==> config.mk <==
export PLATFORM = sky130hd
export DESIGN_NAME = pc_dump_engine
export DESIGN_NICKNAME = d
export VERILOG_FILES = /design/src/rtl/pc_dump_engine.sv
export SDC_FILE = /design/constraint.sdc
export NUM_CORES = 2
export LEC_CHECK = 0
export BUFFER_PORTS_ARGS = -buffer_cell sky130_fd_sc_hd__buf_2
export CORE_AREA = 8 8 756 758
export DETAILED_ROUTE_END_ITERATION = 16
export DIE_AREA = 0 0 764 766
export GPL_TIMING_DRIVEN = 0
export PLACE_DENSITY = 0.3
export SETUP_SLACK_MARGIN = 0.5
export SLEW_MARGIN = 20
export SYNTH_ARGS = -nofsm -noshare
export SYNTH_HDL_FRONTEND = slang
export SYNTH_SLANG_ARGS = --single-unit
==> constraint.sdc <==
create_clock -name clk -period 3.7 [get_ports clk]
set_input_delay 0.185 -clock clk [delete_from_list [all_inputs] [get_ports clk]]
set_output_delay 0.185 -clock clk [all_outputs]
set_load 0.005 [all_outputs]
==> src/rtl/pc_dump_engine.sv <==
// Performance-counter dump engine: snapshots NUM_COUNTERS counters on pc_start and
// writes them to memory as a single AXI write burst (AW, then W beats, then B).
module pc_dump_engine #(
    parameter int PC_DATA_WIDTH  = 64,
    parameter int AXI_DATA_WIDTH = 128,
    parameter int AXI_ADDR_WIDTH = 64,
    parameter int NUM_COUNTERS   = 24,
    parameter int TIMEOUT_CYCLES = 4096
) (
    input  logic                                    clk,
    input  logic                                    reset_n,
    input  logic                                    pc_start,
    input  logic [AXI_ADDR_WIDTH-1:0]               pc_base_addr,
    input  logic [NUM_COUNTERS*PC_DATA_WIDTH-1:0]   pc_counters,
    output logic                                    pc_busy,
    output logic                                    pc_done,
    output logic                                    pc_err,
    output logic [AXI_ADDR_WIDTH-1:0]               axi_st_addr,
    output logic                                    axi_st_addr_v,
    input  logic                                    axi_awready,
    output logic [AXI_DATA_WIDTH-1:0]               axi_st_size,
    output logic [AXI_DATA_WIDTH-1:0]               axi_st_data,
    output logic                                    axi_st_data_v,
    output logic                                    axi_st_last,
    input  logic                                    axi_wready,
    input  logic                                    axi_bvalid,
    input  logic [1:0]                              axi_bresp,
    output logic                                    axi_bready,
    output logic [2:0]                              dbg_state
);

    localparam int K          = AXI_DATA_WIDTH / PC_DATA_WIDTH;
    localparam int NUM_BEATS  = (NUM_COUNTERS + K - 1) / K;
    localparam int BYTES      = NUM_BEATS * AXI_DATA_WIDTH / 8;
    localparam int SNAP_W     = NUM_BEATS * AXI_DATA_WIDTH;
    localparam int LSB_W      = $clog2(AXI_DATA_WIDTH / 8);
    localparam int BEAT_W     = (NUM_BEATS > 1) ? $clog2(NUM_BEATS) : 1;
    localparam int TIMER_W    = (TIMEOUT_CYCLES > 1) ? $clog2(TIMEOUT_CYCLES) : 1;
    localparam bit TIMEOUT_EN = (TIMEOUT_CYCLES != 0);

    localparam logic [AXI_ADDR_WIDTH-1:0] LOW_MASK   = AXI_ADDR_WIDTH'((1 << LSB_W) - 1);
    localparam logic [BEAT_W-1:0]         LAST_BEAT  = BEAT_W'(NUM_BEATS - 1);
    localparam logic [TIMER_W-1:0]        TIMER_LAST = TIMER_W'((TIMEOUT_CYCLES == 0) ? 0 : TIMEOUT_CYCLES - 1);

    typedef enum logic [2:0] {
        S_IDLE   = 3'd0,
        S_AW_REQ = 3'd1,
        S_W_DATA = 3'd2,
        S_B_WAIT = 3'd3,
        S_DONE   = 3'd4
    } state_t;

    state_t                       state;
    state_t                       state_next;
    logic [AXI_DATA_WIDTH-1:0]    snap [NUM_BEATS];
    logic [SNAP_W-1:0]            snap_in;
    logic [AXI_ADDR_WIDTH-1:0]    addr;
    logic [BEAT_W-1:0]            beat;
    logic [TIMER_W-1:0]           timer;
    logic                         err;

    logic                         capture;
    logic                         beat_clr;
    logic                         beat_inc;
    logic                         err_load;
    logic                         err_val;

    // Slots past NUM_COUNTERS in the final beat are zero-filled by the widening cast.
    assign snap_in = SNAP_W'(pc_counters);

    // Handshake rule on AW, W and B: a transfer happens on a clock edge where
    // valid and ready are both high; valid, address, data and last stay constant
    // until that edge. B is accepted whenever bready is high in B_WAIT.
    always_comb begin
        state_next = state;
        capture    = 1'b0;
        beat_clr   = 1'b0;
        beat_inc   = 1'b0;
        err_load   = 1'b0;
        err_val    = 1'b0;
        case (state)
            S_IDLE: begin
                if (pc_start) begin
                    capture    = 1'b1;
                    state_next = S_AW_REQ;
                end
            end
            S_AW_REQ: begin
                if (axi_awready) begin
                    beat_clr   = 1'b1;
                    state_next = S_W_DATA;
                end
            end
            S_W_DATA: begin
                if (axi_wready) begin
                    beat_inc = 1'b1;
                    if (beat == LAST_BEAT) state_next = S_B_WAIT;
                end
            end
            S_B_WAIT: begin
                // A response arriving on the timeout cycle takes priority.
                if (axi_bvalid) begin
                    err_load   = 1'b1;
                    err_val    = |axi_bresp;
                    state_next = S_DONE;
                end else if (TIMEOUT_EN && (timer == TIMER_LAST)) begin
                    err_load   = 1'b1;
                    err_val    = 1'b1;
                    state_next = S_DONE;
                end
            end
            S_DONE:  state_next = S_IDLE;
            default: state_next = S_IDLE;
        endcase
    end

    always_ff @(posedge clk or negedge reset_n) begin
        if (!reset_n) begin
            state <= S_IDLE;
            addr  <= '0;
            beat  <= '0;
            timer <= '0;
            err   <= 1'b0;
            for (int b = 0; b < NUM_BEATS; b++) snap[b] <= '0;
        end else begin
            state <= state_next;
            if (capture) begin
                addr <= pc_base_addr & ~LOW_MASK;
                err  <= 1'b0;
                for (int b = 0; b < NUM_BEATS; b++) snap[b] <= snap_in[b*AXI_DATA_WIDTH +: AXI_DATA_WIDTH];
            end
            if (beat_clr)      beat <= '0;
            else if (beat_inc) beat <= beat + 1'b1;
            timer <= (state == S_B_WAIT) ? timer + 1'b1 : '0;
            if (err_load) err <= err_val;
        end
    end

    assign pc_busy       = (state != S_IDLE);
    assign pc_done       = (state == S_DONE);
    assign pc_err        = (state == S_DONE) && err;
    assign axi_st_addr   = addr;
    assign axi_st_addr_v = (state == S_AW_REQ);
    assign axi_st_size   = AXI_DATA_WIDTH'(BYTES);
    assign axi_st_data   = (state == S_W_DATA) ? snap[beat] : '0;
    assign axi_st_data_v = (state == S_W_DATA);
    assign axi_st_last   = (state == S_W_DATA) && (beat == LAST_BEAT);
    assign axi_bready    = (state == S_B_WAIT);
    assign dbg_state     = state;

endmodule

==> impl_metrics.py <==
metrics = {
    "status": {
        "status": "complete, no violations",
    },
    "setup_path": {
        "worst_setup_path_start_kind": "flop",
        "cp-end-kind": "primary output",
        "required_ps": 3510,
        "r2r-start": "dbg_state[0]",
        "rr_worst_depth": 9,
        "r2r_end": "snap[670]",
        "rrSetupSlack_ps": 550,
        "path_class": "reg -> out",
        "path_max_fanout": 7,
        "cp.arrival_ps": 3410,
    },
    "cells_and_area": {
        "stdcell_count": 21360,
        "register_area_sq_mm": 0.04044,
        "utilization_pct": 24.93,
        "layout.nets": 15120,
        "drive_gt1_share_pct": 25.30,
        "num-fill-cells": 60550,
        "multi_input_area_sq_mm": 0.03318,
        "area_growth_pct": 89.26,
    },
    "floorplan": {
        "core_area_sq_mm": 0.5591,
        "start_util_pct": 13.17,
        "rows": 275,
        "die_height_um": 766,
        "die-area_sq_mm": 0.5852,
        "die_width_um": 764,
        "boundaryPins": 1938,
    },
    "grt": {
        "grt_usage_pct": 21.08,
        "grt_pass1_wl_mm": 831.9,
        "grt_max_degree": 116,
        "grt_overflow": 0,
        "grt_pass1_vias": 86270,
        "antenna_found_initial": 243,
    },
    "clock_network": {
        "cts_tree": "yes",
        "cts.path.max_buffers": 4,
        "cts_root_buffer": "clkbuf_16",
        "numClockSinks": 1616,
        "htreeDepth": 4,
        "insertion_delay_ps": 950,
        "clkTransAtPathRegs_ps": 60,
        "cts_inserted_buffers": 221,
    },
    "yosys": {
        "synth_area_leaders": "dfrtp_1, nand2_1, mux2i_1",
        "ys_warn_count": 0,
        "synth_seq_cells": 1616,
        "netlist.area_leader.share_pct": 54.90,
        "synth_cells": 8180,
        "syn_area_sq_mm": 0.07366,
        "ys_seq_area_share_pct": 54.90,
        "avgSynthCellArea_sq_um": 9.004,
        "ys_types": 36,
        "synth_top_area_cell": "dfrtp_1",
    },
    "power": {
        "total_power_w": 0.1066,
        "p_int_w": 0.05898,
        "power_leakage_nw": 66.91,
        "ir_drop_mv": 0.4853,
        "comb_power_share_pct": 48.3,
        "clock_power_share_pct": 20.7,
        "share_seq_of_total_power_pct": 30.9,
        "netSwitchingFraction_pct": 44.66,
        "power.density_mw_per_mm2": 764.5,
        "power_switching_w": 0.04759,
    },
    "timing": {
        "period_share_pct": 97.18,
        "finalHoldViolCount": 0,
        "slew-limit-headroom_pct": 23.79,
        "whs_ps": 124.6,
        "worst_pin_slew_ps": 1143,
        "fmax_ghz": 0.2781,
        "final_max_slew_viol_count": 0,
        "rsz0062_at_grt": "true",
        "finalCriticalPeriod_ps": 3596,
        "clock_skew_ps": 100.0,
        "setup_violations": 0,
    },
    "min_path": {
        "hp-start": "pc_counters[303]",
        "hold_depth": 4,
        "min_path_type": "in -> reg",
        "whs_endpoint": "snap[1199]",
    },
    "detailed_routing": {
        "first_iter_violations": 6176,
        "routed_wl_mm": 644.2,
        "vias_per_cell": 3.841,
        "via_count": 82040,
        "first_pass_iters": 8,
        "drc": 0,
        "drtAntennaViolNets": 0,
        "wire_per_inst_um": 30.16,
    },
    "placement": {
        "dp_cells": 17630,
        "place_hpwl_mm": 495.6,
        "portBuffers": 1801,
        "gp_congestion": 0.8490,
    },
    "flow_run": {
        "maxCapViolations": 0,
    },
}
[stage by stage]
stage	instance area [sq um]	TNS [ps]	setup WS, ps
5_1_grt	139100	0	0.5147
3_3_place_gp	92520	-	-41030
6_report	139400	0	104.2
2_1_floorplan	74140	0	1876
4_1_cts	136400	-1007	-62.49
3_5_place_dp	93640	-32860	-904.2
[worst max-delay path: stages, from the launching register on]
cell and delay, ps:
dfrtp_1 400, buf_8 150, buf_16 150, buf_12 130, buf_16 150, buf_16 240
buf_12 160, mux2i_1 140, a22oi_2 350, a32o_2 320, buf_6 120
[routing by layer]
layer  GRT usage [%]  part of all wire, %  wire, um  vias to the layer above
met5               0                0.057       367                        -
met4           6.147                  3.5     22500                       62
met3           3.273                  5.4     34590                      749
met2           35.05                   47    299700                     3118
met1           28.10                   45    287100                    41120
li1                -                    -         -                    36990
[worst max path at each step]
stage	slack (ps)	start	cells after the start	end
5_1_grt	0.5	beat[0]	10	axi_st_data[64]
3_3_place_gp	-41030	reset_n	1	snap[569]
3_5_place_dp	-900	beat[0]	8	axi_st_data[55]
2_1_floorplan	1880	beat[0]	5	axi_st_data[0]
6_report	100	beat[0]	10	axi_st_data[64]
4_1_cts	-60	beat[0]	9	axi_st_data[13]
[cell usage in the layout (no fill, tap or decap), drive strengths merged]
cell type,n
clkinvlp,8
mux2i,512
diode,199
o21ai,4
a21oi,4
bufinv,10
nand4,4
and4,2
clkbuf,529
dfrtp,1616
a41oi,1
o22a,1
clkdlybuf4s15,2
nand3b,2
nand4b,1
and2,8
clkinv,46
nand2,4800
mux4,128
nor2,16
nor3,4
a22oi,255
a211oi,1
nand3,6
and3b,1
or3,1
and2b,1
a32o,127
xor2,8
nor2b,2
conb,132
xnor2,4
ha,2
nor4b,1
inv,8
nor3b,2
buf,2513
dlygate4sd3,2918
[what timing repair did]
item / CTS / global route
hold buffers: 2924 / 1
buffers inserted: 91 / 91
gates cloned: 16 / 14
gates resized for setup: 1065 / 289
hold endpoints to repair: 1989 / 385
pin swaps: 90 / 138
endpoints found under the setup margin: 913 / 531
[final cells by class]
class	instances	area share, %
plain buffers	661	3.961
repair buffers	4979	31.00
inverters	3	0.008078
clock inverters	69	0.5924
clock buffers	322	4.556
well taps	7479	6.713
flip-flops and latches	1616	29.01
multi-input cells	6030	23.80
diodes	199	0.3572
[power groups by stage]
stage | Clock (W) | Sequential, W | Combinational, W
finish | 0.0221 | 0.0329 | 0.0515
global route | 0.0233 | 0.0338 | 0.0551
CTS | 0.0228 | 0.0327 | 0.0503
detailed placement | 0 | 0.0322 | 0.0413
global placement | 0 | 0.0323 | 0.0407
floorplan | 0 | 0.0291 | 0.0198
[cell usage after synthesis]
cell      number
and3b_1        1
nand4_1        4
conb_1         2
mux2i_1      512
nor3_2         1
nor3b_4        1
nand3_1        6
o22a_1         1
xnor2_1        4
and2_1         8
ha_1           2
nand2_1     4800
nor2b_1        2
nand3b_1       2
a32o_1       127
inv_1          3
nor2_1        16
or3_1          1
buf_4        184
o21ai_0        4
a21oi_1        4
and2b_1        1
clkbuf_1     207
nor3_1         3
and4_1         2
a41oi_1        1
buf_2        255
nor3b_1        1
mux4_2       128
a22oi_1      255
a211oi_1       1
xor2_1         8
nand4b_1       1
nor4b_1        1
buf_1         15
dfrtp_1     1616
[sequential cells by signal (all words and copies together) (netlist names)]
| name | count |
|---|---|
| err | 1 |
| beat | 4 |
| axi_st_addr | 60 |
| timer | 12 |
| dbg_state | 3 |
| snap | 1536 |
[kinds of logic after synthesis]
logic type / Yosys count / share of synthesized area, %
buffers and inverters: 664 / 4.755
multiplexers: 640 / 10.87
AND/OR/NAND/NOR: 4851 / 24.87
flip-flops: 1616 / 54.90
AO/OA/AOI/OAI: 393 / 4.413
adder cells (fa/ha/maj): 2 / 0.03397
XOR/XNOR: 12 / 0.1427
other: 2 / 0.01020
No activity file was read; power rests on OpenSTA's default activity.
